### src/rtl/unix_to_calendar.sv
// Iterative Unix-timestamp to local calendar converter: a restoring divide by 86400
// followed by subtract loops for hours, minutes, years and months.
module unix_to_calendar #(
  parameter int          TZ_OFFSET_SEC = 28800,
  parameter int unsigned MIN_VALID     = 32'd1704067200
) (
  input  logic        clk,
  input  logic        reset_n,
  input  logic        start,
  input  logic [31:0] unix_time,
  output logic        busy,
  output logic        done,
  output logic        valid,
  output logic [11:0] year,
  output logic [3:0]  month,
  output logic [4:0]  day,
  output logic [4:0]  hour,
  output logic [5:0]  minute,
  output logic [5:0]  second,
  output logic [2:0]  weekday
);

  localparam logic [31:0] TzVec      = TZ_OFFSET_SEC;
  localparam logic [31:0] MinValid   = MIN_VALID;
  localparam logic [17:0] SecPerDay  = 18'd86400;

  typedef enum logic [2:0] {StIdle, StDiv, StHr, StMn, StYr, StMo, StFin} state_e;

  state_e      state_q;
  logic [31:0] dvd_q;
  logic [16:0] rem_q;   // division remainder, then seconds-of-day
  logic [4:0]  cnt_q;
  logic [16:0] days_q;
  logic [4:0]  hr_q;
  logic [5:0]  mn_q;
  logic [11:0] yr_q;
  logic [3:0]  mo_q;
  logic [2:0]  wd_q;
  logic        valid_next_q;

  logic [33:0] t_sum;
  logic [31:0] t_sat;
  logic [17:0] trial;
  logic        trial_ge;
  logic [17:0] trial_sub;
  logic [31:0] dvd_nx;
  logic [16:0] rem_nx;
  logic        leap;
  logic [8:0]  ylen;
  logic [4:0]  dim;
  logic [2:0]  dim_mod7;
  logic [3:0]  wd_yr;
  logic [3:0]  wd_mo;
  logic [5:0]  wd_fin;

  always_comb begin
    t_sum = {2'b00, unix_time} + {{2{TzVec[31]}}, TzVec};
    if (t_sum[33])      t_sat = 32'd0;
    else if (t_sum[32]) t_sat = 32'hFFFF_FFFF;
    else                t_sat = t_sum[31:0];

    trial     = {rem_q, dvd_q[31]};
    trial_ge  = trial >= SecPerDay;
    trial_sub = trial - SecPerDay;
    dvd_nx    = {dvd_q[30:0], trial_ge};
    rem_nx    = trial_ge ? trial_sub[16:0] : trial[16:0];

    leap = (yr_q[1:0] == 2'b00) && (yr_q != 12'd2100);
    ylen = leap ? 9'd366 : 9'd365;

    unique case (mo_q)
      4'd2:                      dim = leap ? 5'd29 : 5'd28;
      4'd4, 4'd6, 4'd9, 4'd11:   dim = 5'd30;
      default:                   dim = 5'd31;
    endcase
    unique case (dim)
      5'd28:   dim_mod7 = 3'd0;
      5'd29:   dim_mod7 = 3'd1;
      5'd30:   dim_mod7 = 3'd2;
      default: dim_mod7 = 3'd3;
    endcase

    wd_yr = {1'b0, wd_q} + (leap ? 4'd2 : 4'd1);
    if (wd_yr >= 4'd7) wd_yr = wd_yr - 4'd7;
    wd_mo = {1'b0, wd_q} + {1'b0, dim_mod7};
    if (wd_mo >= 4'd7) wd_mo = wd_mo - 4'd7;

    // days is below 31 here, so the sum is at most 36
    wd_fin = {3'b000, wd_q} + days_q[5:0];
    for (int i = 0; i < 5; i++) begin
      if (wd_fin >= 6'd7) wd_fin = wd_fin - 6'd7;
    end
  end

  always_ff @(posedge clk) begin
    if (!reset_n) begin
      state_q      <= StIdle;
      dvd_q        <= '0;
      rem_q        <= '0;
      cnt_q        <= '0;
      days_q       <= '0;
      hr_q         <= '0;
      mn_q         <= '0;
      yr_q         <= 12'd1970;
      mo_q         <= 4'd1;
      wd_q         <= 3'd4;
      valid_next_q <= 1'b0;
      busy         <= 1'b0;
      done         <= 1'b0;
      valid        <= 1'b0;
      year         <= 12'd1970;
      month        <= 4'd1;
      day          <= 5'd1;
      hour         <= '0;
      minute       <= '0;
      second       <= '0;
      weekday      <= 3'd4;
    end else begin
      done <= 1'b0;
      unique case (state_q)
        StIdle: begin
          if (start) begin
            dvd_q        <= t_sat;
            rem_q        <= '0;
            cnt_q        <= '0;
            valid_next_q <= unix_time >= MinValid;
            busy         <= 1'b1;
            state_q      <= StDiv;
          end
        end
        StDiv: begin
          dvd_q <= dvd_nx;
          rem_q <= rem_nx;
          cnt_q <= cnt_q + 5'd1;
          if (cnt_q == 5'd31) begin
            days_q  <= dvd_nx[16:0];
            hr_q    <= '0;
            yr_q    <= 12'd1970;
            wd_q    <= 3'd4;
            state_q <= StHr;
          end
        end
        StHr: begin
          if (rem_q >= 17'd3600) begin
            rem_q <= rem_q - 17'd3600;
            hr_q  <= hr_q + 5'd1;
          end else begin
            mn_q    <= '0;
            state_q <= StMn;
          end
        end
        StMn: begin
          if (rem_q >= 17'd60) begin
            rem_q <= rem_q - 17'd60;
            mn_q  <= mn_q + 6'd1;
          end else begin
            state_q <= StYr;
          end
        end
        StYr: begin
          if (days_q >= {8'd0, ylen}) begin
            days_q <= days_q - {8'd0, ylen};
            yr_q   <= yr_q + 12'd1;
            wd_q   <= wd_yr[2:0];
          end else begin
            mo_q    <= 4'd1;
            state_q <= StMo;
          end
        end
        StMo: begin
          if (days_q >= {12'd0, dim}) begin
            days_q <= days_q - {12'd0, dim};
            mo_q   <= mo_q + 4'd1;
            wd_q   <= wd_mo[2:0];
          end else begin
            state_q <= StFin;
          end
        end
        StFin: begin
          year    <= yr_q;
          month   <= mo_q;
          day     <= days_q[4:0] + 5'd1;
          hour    <= hr_q;
          minute  <= mn_q;
          second  <= rem_q[5:0];
          weekday <= wd_fin[2:0];
          valid   <= valid_next_q;
          done    <= 1'b1;
          busy    <= 1'b0;
          state_q <= StIdle;
        end
        default: state_q <= StIdle;
      endcase
    end
  end

endmodule

### config.mk
export PLATFORM = sky130hd
export DESIGN_NAME = unix_to_calendar
export DESIGN_NICKNAME = d
export VERILOG_FILES = /design/src/rtl/unix_to_calendar.sv
export SDC_FILE = /design/constraint.sdc
export NUM_CORES = 1
export LEC_CHECK = 0
export CAP_MARGIN = 40
export CORE_AREA = 4 4 144 146
export DETAILED_ROUTE_END_ITERATION = 10
export DIE_AREA = 0 0 148 150
export PLACE_DENSITY = 0.71
export SYNTH_ARGS = -nofsm -noshare
export SYNTH_HDL_FRONTEND = slang
export SYNTH_SLANG_ARGS = --single-unit
export TNS_END_PERCENT = 50
### constraint.sdc
create_clock -name clk -period 12.37 [get_ports clk]
set_input_delay 1.237 -clock clk [delete_from_list [all_inputs] [get_ports clk]]
set_output_delay 1.237 -clock clk [all_outputs]
set_load 0.005 [all_outputs]
==> metrics.txt <==
post-cts repair resize count=0; die width=148 um; worst-margin pin slew=0.8284 ns; area growth from synthesis to layout=16.01%; GRT Util Overall=23.31%; top cells by area, synth=dfxtp_1 31%, nand2_1 7.0%, a21oi_1 6.9%; CP Cell Sequence=ha_1 -> fa_1 -> a21o_2 -> mux2i_2 -> o21a_1 -> nor2_2 -> mux2_2 -> ha_1 -> o21ai_1 -> nand2_1 -> xnor2_1 -> ha_1 -> o211a_1 -> and2b_1 -> mux2_2 -> ha_1 -> and2_1 -> nor4_4 -> mux2_4 -> ha_1 -> inv_1 -> o2111ai_2 -> mux2i_1 -> a21oi_1; crit path from=days_q[0]; share of the clock period used by the worst path=54.15%; HP Class=reg -> reg; critical path class=reg -> reg; Iter 0 DRT Violations=856; clock sink count=149; Critical Path Stages=24; fin. max-slew vios=0; # Max-Cap Violations=0; via count=9,517; CTS tree=built; final setup vio count=0; Pleak=0.004085 uW; RSZ-0062 raised after global routing=false; r2r endpoint=weekday[1]; I/O pins=79; asr flop ratio synth=0%; reg2reg path depth=24; sequential-to-total area share from yosys stat=30.89%; Synth top area share=30.89%; worst endpoint required time=12.66 ns; first-pass GRT wire length=43.40 mm; Tot Pwr=1461 uW; initial antenna violation count=0; PD cells=130.4 mW/mm^2; critical path's largest stage delay=0.49 ns; Clock Tree Buf Depth=2; Core Footprint=0.01940 sq mm; post-synth top area cell=dfxtp_1; CP Capture Type=flip-flop; Reg2Reg Setup Slack=5.67 ns; total CTS buffers=17; FMAX=149.3 MHz; post-CTS setup buffer count=0; final core utilization=57.75%; CP Capture Point=weekday[1]; layout cell share with drive strength beyond 1=7.137%; count leader, synth=nand2_1; outcome=completed; synthesized instance count=1,285; detailed placement HPWL=18.17 mm; worst slack, placed=5.705 ns; syn nets=1,361; top post-synthesis cells by count=181 x nand2_1, 149 x dfxtp_1, 137 x nor2_1, 134 x a21oi_1, 78 x clkbuf_1; Most Frequent Cell on Critical Path=ha_1; cts hold-fix bufs=0; reg-to-reg startpoint=days_q[0]; EDFF count, synth=0; Worst setup SP type=flip-flop; Yosys cell types=86; clock latency on the worst-skew pair=0.43 ns; CP Max Fanout=7; Fill cells=1,919; Die Span Y=150 um; GRT overflow=0; worst path arrival time=6.99 ns; Main synth FF type=dfxtp_1; Max VDD drop=0.00009948 V; register clock-pin slew on the reported worst setup and hold paths=0.07 ns; Buf+Inv Stages, Crit Path=1; post-route ant nets=0; CTS root buf=clkbuf_16; pin count of the biggest net entering global routing=71; skew final=0.01243 ns; Rel. slew slack=44.57%; Seq cells post-synth=149; via/cell ratio=5.963; vias in the first global route=8,856; placed cell count=1,564; routability cong.=0.9055; WL per Instance=16.17 um; First-pass DRT Iterations=5; die area=0.02220 sq mm; initial core utilization=49.78%; # H-tree levels=4; PnR worst setup slack=5.671 ns; crit path time final=6.699 ns; Avg Cell Area, Syn=7.515 sq um; NumNets Final=1,394; drt drc=0; row cnt=51; final non-filler cell total=1,596; CP delay by family, top=adder cells; Synth warnings=0; ant diodes=0; Final Hold Fails=0; final wirelength=25.81 mm; setup TNS=0 ns; Mapped Area=0.009657 sq mm; # port buffers=78; Slowest cell on crit path=fa_1
-- kinds of logic (layout without fill, tap and decap cells) --
group	Yosys count	after routing	share of synthesized area, %
multiplexers	15	15	1.749
AND/OR/NAND/NOR	499	499	23.84
flip-flops	149	149	30.89
XOR/XNOR	58	58	5.481
adder cells (fa/ha/maj)	41	41	5.701
AO/OA/AOI/OAI	405	405	27.59
buffers and inverters	118	164	4.755
-- report_power, final --
part	switching [uW]	internal [uW]	leakage (uW)	total [uW]
sequential	55.5	526	0.00121	582
clock	229	286	0.000289	515
combinational	228	136	0.00259	364
-- state kept, by name, indices dropped and copies added (netlist names), 3 cells and up --
register / cells
wd_q: 3
mo_q: 4
hr_q: 5
rem_q: 17
dvd_q: 32
yr_q: 12
second: 6
state_q: 3
cnt_q: 5
minute: 6
days_q: 17
mn_q: 6
year: 12
weekday: 3
month: 4
hour: 5
day: 5
-- worst min-delay path by stage --
stage | end | slack, ns | cells past startpoint | from
floorplan | valid | 0.43 | 2 | valid_next_q
global placement | dvd_q[21] | 0.44 | 2 | dvd_q[21]
detailed placement | dvd_q[21] | 0.45 | 2 | dvd_q[21]
CTS | dvd_q[21] | 0.45 | 2 | dvd_q[21]
global route | hour[3] | 0.47 | 2 | hour[3]
finish | hour[2] | 0.45 | 2 | hour[2]
-- stage by stage --
step                      instance area [sq um]  hold WS [ns]
after floorplan                            9657        0.4287
after global placement                    10560        0.4399
after detailed placement                  10620        0.4451
after CTS                                 11200        0.4540
after global routing                      11200        0.4727
final                                     11200        0.4525
-- metal layers --
| metal | vias to the layer above | routed length [um] | GRT usage, % |
|---|---|---|---|
| li1 | 4748 | - | - |
| met1 | 4446 | 12090 | 32.07 |
| met2 | 292 | 11870 | 37.82 |
| met3 | 31 | 1426 | 4.058 |
| met4 | 0 | 423 | 6.513 |
| met5 | - | 0 | 0 |
-- worst min-delay path: stages, from the launching register on --
cell	delay (ns)
dfxtp_1	0.31
nand2_1	0.05
a21oi_1	0.05
-- final cells by class --
cell class              count  area [sq um]  share of cell area, %
well taps                 265         331.6                  2.960
multi-input cells        1018          6228                  55.60
repair buffers             97         940.9                  8.399
clock buffers              17         425.4                  3.797
clock inverters            15         161.4                  1.441
inverters                  35         132.6                  1.184
flip-flops and latches    149          2983                  26.63
-- layout by cell type, fill, tap and decap left out, types with 11 or more instances in the layout --
master / n
a211oi_1: 15
a21oi_1: 134
a22oi_1: 29
a31oi_1: 12
and2_1: 11
and3_1: 12
buf_4: 17
clkbuf_16: 17
clkdlybuf4s50_1: 78
dfxtp_1: 149
ha_1: 36
inv_1: 30
nand2_1: 181
nand3_1: 46
nand4_1: 15
nor2_1: 136
nor3_1: 31
o211ai_1: 18
o21ai_0: 66
o221ai_1: 22
o22ai_1: 18
or3_1: 12
xnor2_1: 32
xor2_1: 24
(Power assumes the default switching activity.)
